[src/rtl/uart_irq_arbiter_if.sv]
// uart_irq_arbiter_if: IRQ bus, CPU handshake and arbiter outputs bundled for uart_irq_arbiter
interface uart_irq_arbiter_if #(
  parameter int EVENTS_NUM = 32,
  parameter int ID_W       = $clog2(EVENTS_NUM)
);
  logic [EVENTS_NUM-1:0] i_irq_bus;
  logic                  i_rr_mode;
  logic                  i_irq_ack;
  logic                  i_eoi;
  logic                  o_irq;
  logic [ID_W-1:0]       o_irq_id;
  logic [EVENTS_NUM-1:0] o_events_clear;
  logic                  o_busy;
  logic                  o_timeout;
  modport master (
    output i_irq_bus, i_rr_mode, i_irq_ack, i_eoi,
    input  o_irq, o_irq_id, o_events_clear, o_busy, o_timeout
  );
  modport slave (
    input  i_irq_bus, i_rr_mode, i_irq_ack, i_eoi,
    output o_irq, o_irq_id, o_events_clear, o_busy, o_timeout
  );
endinterface

[src/rtl/uart_irq_arbiter.sv]
// uart_irq_arbiter: fixed/round-robin IRQ sequencer with ack/EOI handshake, clear pulse and hold-off; UART_IRQ_ARB_TIMEOUT_EN adds the ack watchdog
module uart_irq_arbiter #(
  parameter int EVENTS_NUM     = 32,
  parameter int ID_W           = $clog2(EVENTS_NUM),
  parameter int TIMEOUT_CYCLES = 1024
) (
  input  logic                    i_clk,
  input  logic                    i_nrst,
  uart_irq_arbiter_if.slave       bus_if
);
  localparam logic [2:0] S_IDLE  = 3'd0;
  localparam logic [2:0] S_PEND  = 3'd1;
  localparam logic [2:0] S_SERV  = 3'd2;
  localparam logic [2:0] S_CLEAR = 3'd3;
  localparam logic [2:0] S_HOLD  = 3'd4;
  localparam logic [ID_W:0] N_EV = (ID_W+1)'(EVENTS_NUM);
  logic [2:0]            r_state;
  logic [2:0]            w_next;
  logic                  r_irq;
  logic                  r_busy;
  logic                  r_timeout;
  logic [ID_W-1:0]       r_irq_id;
  logic [ID_W-1:0]       r_rr_ptr;
  logic [EVENTS_NUM-1:0] r_clear;
  logic [1:0]            r_hold_cnt;
  logic [ID_W-1:0]       w_base;
  logic [ID_W-1:0]       w_win;
  logic [ID_W:0]         w_sum;
  logic [ID_W-1:0]       w_idx;
  logic [ID_W-1:0]       w_rr_next;
  logic                  w_to_hit;
`ifdef UART_IRQ_ARB_TIMEOUT_EN
  logic [15:0]           r_to_cnt;
  assign w_to_hit = r_to_cnt == 16'(TIMEOUT_CYCLES - 1);
  // PEND-cycle counter, zero whenever not pending so it restarts on every PEND entry
  always_ff @(posedge i_clk or negedge i_nrst)
    if (!i_nrst) r_to_cnt <= '0;
    else         r_to_cnt <= r_state == S_PEND ? r_to_cnt + 16'd1 : '0;
`else
  assign w_to_hit = TIMEOUT_CYCLES < 1;
`endif
  assign w_rr_next = r_irq_id == ID_W'(EVENTS_NUM - 1) ? '0 : r_irq_id + ID_W'(1);
  // winner: first pending source scanning upward from the base, wrapping; last hit in a descending scan is the nearest
  always_comb begin
    w_base = bus_if.i_rr_mode ? r_rr_ptr : '0;
    w_win  = '0;
    w_sum  = '0;
    w_idx  = '0;
    for (int k = EVENTS_NUM - 1; k >= 0; k--) begin
      w_sum = {1'b0, w_base} + (ID_W+1)'(k);
      w_sum = w_sum >= N_EV ? w_sum - N_EV : w_sum;
      w_idx = w_sum[ID_W-1:0];
      w_win = bus_if.i_irq_bus[w_idx] ? w_idx : w_win;
    end
  end
  // next state: in PEND ack beats a dropped source, which beats the watchdog
  always_comb begin
    w_next = S_IDLE;
    case (r_state)
      S_IDLE:  w_next = |bus_if.i_irq_bus ? S_PEND : S_IDLE;
      S_PEND:  w_next = bus_if.i_irq_ack ? S_SERV :
                        !bus_if.i_irq_bus[r_irq_id] ? S_IDLE :
                        w_to_hit ? S_CLEAR : S_PEND;
      S_SERV:  w_next = bus_if.i_eoi ? S_CLEAR : S_SERV;
      S_CLEAR: w_next = S_HOLD;
      S_HOLD:  w_next = r_hold_cnt == 2'd1 ? S_IDLE : S_HOLD;
      default: w_next = S_IDLE;
    endcase
  end
  // state and all outputs registered from the next state so they change right after the deciding edge
  always_ff @(posedge i_clk or negedge i_nrst)
    if (!i_nrst) begin
      r_state    <= S_IDLE;
      r_irq      <= 1'b0;
      r_busy     <= 1'b0;
      r_timeout  <= 1'b0;
      r_irq_id   <= '0;
      r_rr_ptr   <= '0;
      r_clear    <= '0;
      r_hold_cnt <= '0;
    end else begin
      r_state    <= w_next;
      r_irq      <= w_next == S_PEND;
      r_busy     <= w_next != S_IDLE;
      r_clear    <= w_next == S_CLEAR ? EVENTS_NUM'(1) << r_irq_id : '0;
      r_hold_cnt <= r_state == S_HOLD ? r_hold_cnt + 2'd1 : '0;
      r_timeout  <= r_timeout | (r_state == S_PEND && w_next == S_CLEAR);
      if (r_state == S_IDLE && w_next == S_PEND) r_irq_id <= w_win;
      if (r_state == S_CLEAR) r_rr_ptr <= w_rr_next;
    end
  assign bus_if.o_irq          = r_irq;
  assign bus_if.o_irq_id       = r_irq_id;
  assign bus_if.o_events_clear = r_clear;
  assign bus_if.o_busy         = r_busy;
  assign bus_if.o_timeout      = r_timeout;
endmodule

[src/flat_wrapper.sv]
// flat-port wrapper written by rule: the top's interface ports become plain ports
module uart_irq_arbiter_flat 
#(
  parameter int EVENTS_NUM     = 32,
  parameter int ID_W           = $clog2(EVENTS_NUM),
  parameter int TIMEOUT_CYCLES = 1024
)
  (i_clk, i_nrst, bus_if_i_irq_bus, bus_if_i_rr_mode, bus_if_i_irq_ack, bus_if_i_eoi, bus_if_o_irq, bus_if_o_irq_id, bus_if_o_events_clear, bus_if_o_busy, bus_if_o_timeout);
  uart_irq_arbiter_if #(.EVENTS_NUM(EVENTS_NUM), .ID_W(ID_W)) bus_if_i ();
  input  logic i_clk;
  input  logic i_nrst;
  input wire logic [$bits(bus_if_i.i_irq_bus)-1:0] bus_if_i_irq_bus;
  input wire logic [$bits(bus_if_i.i_rr_mode)-1:0] bus_if_i_rr_mode;
  input wire logic [$bits(bus_if_i.i_irq_ack)-1:0] bus_if_i_irq_ack;
  input wire logic [$bits(bus_if_i.i_eoi)-1:0] bus_if_i_eoi;
  output wire logic [$bits(bus_if_i.o_irq)-1:0] bus_if_o_irq;
  output wire logic [$bits(bus_if_i.o_irq_id)-1:0] bus_if_o_irq_id;
  output wire logic [$bits(bus_if_i.o_events_clear)-1:0] bus_if_o_events_clear;
  output wire logic [$bits(bus_if_i.o_busy)-1:0] bus_if_o_busy;
  output wire logic [$bits(bus_if_i.o_timeout)-1:0] bus_if_o_timeout;
  assign bus_if_i.i_irq_bus = bus_if_i_irq_bus;
  assign bus_if_i.i_rr_mode = bus_if_i_rr_mode;
  assign bus_if_i.i_irq_ack = bus_if_i_irq_ack;
  assign bus_if_i.i_eoi = bus_if_i_eoi;
  assign bus_if_o_irq = bus_if_i.o_irq;
  assign bus_if_o_irq_id = bus_if_i.o_irq_id;
  assign bus_if_o_events_clear = bus_if_i.o_events_clear;
  assign bus_if_o_busy = bus_if_i.o_busy;
  assign bus_if_o_timeout = bus_if_i.o_timeout;
  uart_irq_arbiter #(.EVENTS_NUM(EVENTS_NUM), .ID_W(ID_W), .TIMEOUT_CYCLES(TIMEOUT_CYCLES)) u_core (.i_clk(i_clk), .i_nrst(i_nrst), .bus_if(bus_if_i));
endmodule
[config.mk]
export PLATFORM = sky130hd
export DESIGN_NAME = uart_irq_arbiter_flat
export DESIGN_NICKNAME = d
export VERILOG_FILES = /design/src/rtl/uart_irq_arbiter_if.sv /design/src/rtl/uart_irq_arbiter.sv /design/src/flat_wrapper.sv
export SDC_FILE = /design/constraint.sdc
export NUM_CORES = 1
export LEC_CHECK = 0
export BUFFER_PORTS_ARGS = -buffer_cell sky130_fd_sc_hd__buf_2
export CAP_MARGIN = 25
export CORE_UTILIZATION = 63
export DETAILED_ROUTE_END_ITERATION = 10
export GPL_TIMING_DRIVEN = 0
export PLACE_DENSITY = 0.92
export SLEW_MARGIN = 20
export SYNTH_ARGS = -nofsm -noshare
export SYNTH_HDL_FRONTEND = slang
export SYNTH_SLANG_ARGS = --single-unit
[constraint.sdc]
create_clock -name i_clk -period 6.7 [get_ports i_clk]
set_input_delay 0.67 -clock i_clk [delete_from_list [all_inputs] [get_ports i_clk]]
set_output_delay 0.67 -clock i_clk [all_outputs]
set_load 0.1 [all_outputs]
==> impl_metrics.ini <==
[cts]
cts_hold_buf = 0
clock_sinks = 50
h-tree-depth = 2
clock-root-buffer = clkbuf_16
tritoncts = yes
clockBufferDepth = 2
path_clk_slew_ns = 0.07
cts_setup_buffers = 0
clk_latency_ns = 0.29
cts_buffers = 5
cts.repair.resized = 0

[worst_setup_path]
cp_cell_sequence = buf_6 > and2_1 > buf_1 > clkbuf_1 > inv_1 > ha_1 > inv_1 > clkbuf_1 > mux4_2 > o22ai_1 > a31oi_2 > mux2i_1 > o221ai_1 > a2111oi_0 > a21oi_1 > o221ai_1 > nand2_1
path_delay_family = buffers and inverters
r2r-start = u_core.r_rr_ptr[1]
reg2reg_setup_slack_ns = 0.56
endpoint_kind = register
cp.arrival_ns = 6.34
critPathSlowestCell = clkbuf_1
cp.required_ns = 6.86
reg2reg_depth = 16
crit_type = primary input to register
path_buf_inv = 6
reg2reg_to = u_core.bus_if.o_irq_id[2]
crit_path_max_fanout = 10
start_kind = primary input
slowest_delay_ns = 0.62

[detailed_routing]
drc = 0
routed_wl_um = 29750
drtIter0Drc = 1406
route.vias.total = 8558
via_per_inst = 7.520
drt_pass1_iterations = 7
antenna_left = 0
wl_per_cell_um = 26.14

[global_route]
grt_overflow = 0
grt_busiest_layer = met2
antenna_found_initial = 2
grt_util_met3 = 0.08034
met2_usage = 0.7202
first_global_vias = 7626
grtUsageTotal = 0.4626
grt_use_met1 = 0.6107
grt_first_pass_wirelength_um = 44430
grt_max_degree = 51

[yosys]
synth_top_family_by_area = multiplexers
synth_compound_area_frac = 0.2011
synth_xor_area_frac = 0.01240
synth_ff_type = dfrtp_1
syn_nets = 956
muxShareOfSynthArea = 0.3218
syn_area_mm2 = 0.007772
ys_ff_latch = 50
async_flop_share = 1.000
yosys.area_share.simple = 0.2231
ys_seq_area_frac = 0.1610
synth_area_leader_cell = dfrtp_1
syn_avg_cell_area_um2 = 8.588
synth_area_leaders = dfrtp_1 16%, mux4_2 15%, mux2i_1 13%
synth-edff-count = 0
synth.distinct_cells = 81
synth_warnings = 0
syn_inst = 905
synth_top_area_frac = 0.1610
synthAdderAreaFrac = 0.02254

[cells_and_area]
final_common_cell = mux2i_1
fin_nets = 1041
seq_area_mm2 = 0.001251
fin_area_mm2 = 0.008528
final_cells = 1138
diodes = 0
layout-drive-gt1-share = 0.2170
layout_common_cells = 100 x mux2i_1, 95 x buf_2, 89 x nand2_1
multi_input_area_mm2 = 0.006070
n_fill_cell = 949
syn_to_final_growth_pct = 9.723

[die]
die_x_um = 113.1
io_pins = 77
row_count = 40
core_area_mm2 = 0.01201
die_area_mm2 = 0.01279
fp.dieH_um = 113.1
initial_core_util = 0.6471

[sta]
slew_headroom = 0.3446
min_period_ns = 6.185
final-setup-viol-count = 0
fmax_mhz = 161.7
worst_slew_pin_slew_ns = 0.9750
period_share = 0.9231
hold_viol_final = 0
fin_skew_ns = 0.007880
rsz0062_at_grt = no
fin_setup_tns_ns = 0
slew_violations = 0

[power_and_ir_drop]
intPower_w = 0.001827
peakVddDrop_uv = 355.4
p_switching_w = 0.002513
p_seq_frac = 0.091
power_density_mw_per_mm2 = 508.9
pwr-share-comb = 0.842
pwr-share-clk = 0.067
p_leak_nw = 3.816
switching_share = 0.5791

[placed_design]
io_buffers = 75
dpl.hpwl_um = 23360
placed_area_mm2 = 0.008337
gp_congestion = 1.045
dp.cells = 1128

[job]
maxCapViolations = 0

[min_path]
hold_path.class = primary input to asynchronous set/reset pin

[outcome]
status = finished clean
[logic make-up after synthesis]
logic type               Yosys count
AO/OA/AOI/OAI                    222
multiplexers                     181
flip-flops                        50
AND/OR/NAND/NOR                  337
buffers and inverters             90
adder cells (fa/ha/maj)           14
XOR/XNOR                          11
[synthesized netlist by cell type, types with 27 or more instances]
library cell / n
a21oi_1: 44
and2_1: 32
nand3_1: 29
mux2_2: 28
mux4_2: 52
and3_1: 28
nand2_1: 89
dfrtp_1: 50
mux2i_1: 100
nor2_1: 62
clkbuf_1: 27
o21ai_0: 39
[power by group through the flow]
stage / sequential [W] / combinational [W] / clock, W
global route: 0.000398 / 0.00380 / 0.000304
detailed placement: 0.000396 / 0.00346 / 0
global placement: 0.000395 / 0.00343 / 0
floorplan: 0.000500 / 0.00242 / 0
finish: 0.000395 / 0.00365 / 0.000291
CTS: 0.000392 / 0.00348 / 0.000291
[worst reg2reg max path, cell delays in order, from the launching register on]
cell and delay (ns):
dfrtp_1 0.42, and2_1 0.25, buf_1 0.61, clkbuf_1 0.57
inv_1 0.14, ha_1 0.54, inv_1 0.29, clkbuf_1 0.62
mux4_2 0.45, o22ai_1 0.15, a31oi_2 0.56, mux2i_1 0.26
o221ai_1 0.13, a2111oi_0 0.49, a21oi_1 0.17, o221ai_1 0.24
nand2_1 0.12
[worst max path at each step]
| stage | from | to | slack [ns] | cells after the start |
|---|---|---|---|---|
| 3_3_place_gp | bus_if_i_rr_mode | u_core.bus_if.o_irq_id[1] | 0.53 | 18 |
| 5_1_grt | bus_if_i_rr_mode | u_core.bus_if.o_irq_id[2] | 0.41 | 17 |
| 3_5_place_dp | bus_if_i_rr_mode | u_core.bus_if.o_irq_id[2] | 0.56 | 17 |
| 4_1_cts | bus_if_i_rr_mode | u_core.bus_if.o_irq_id[2] | 0.82 | 17 |
| 6_report | bus_if_i_rr_mode | u_core.bus_if.o_irq_id[2] | 0.52 | 17 |
| 2_1_floorplan | bus_if_i_rr_mode | u_core.bus_if.o_irq_id[1] | 1.92 | 19 |
[sequential cells by signal (all words and copies together), names as in the netlist]
| register | cells |
|---|---|
| u_core.bus_if.o_irq | 1 |
| u_core.bus_if.o_events_clear | 32 |
| u_core.r_rr_ptr | 5 |
| u_core.bus_if.o_timeout | 1 |
| u_core.r_hold_cnt | 2 |
| u_core.r_state | 3 |
| u_core.bus_if.o_irq_id | 5 |
| u_core.bus_if.o_busy | 1 |
[final cells by class]
| class | instances | share of cell area |
|---|---|---|
| buffer | 65 | 0.04137 |
| clock buffer | 5 | 0.01467 |
| clock inverter | 3 | 0.005722 |
| inverter | 25 | 0.01159 |
| multi-input combinational | 765 | 0.7117 |
| sequential | 50 | 0.1467 |
| tap | 147 | 0.02157 |
| timing repair buffer | 78 | 0.04665 |
[metrics by stage]
stage                     utilization  hold slack, ns  total power [W]  worst slack [ns]
final                          0.7100          0.3847         0.004340            0.5151
after CTS                      0.7085          0.4406         0.004160            0.8223
after global placement         0.6936          0.4218         0.003823            0.5335
after floorplan                     -          0.3744         0.002923             1.919
after global routing           0.7100          0.4331         0.004500            0.4122
after detailed placement       0.6941          0.4313         0.003858            0.5570
[routing by layer]
metal / up-vias / routed length, µm / share of wire
met4: 2 / 2055 / 0.069
li1: 3661 / - / -
met1: 3985 / 10870 / 0.37
met3: 163 / 3919 / 0.13
met5: - / 13 / 0.00044
met2: 747 / 12880 / 0.43
No activity file was read; power rests on OpenSTA's default activity.
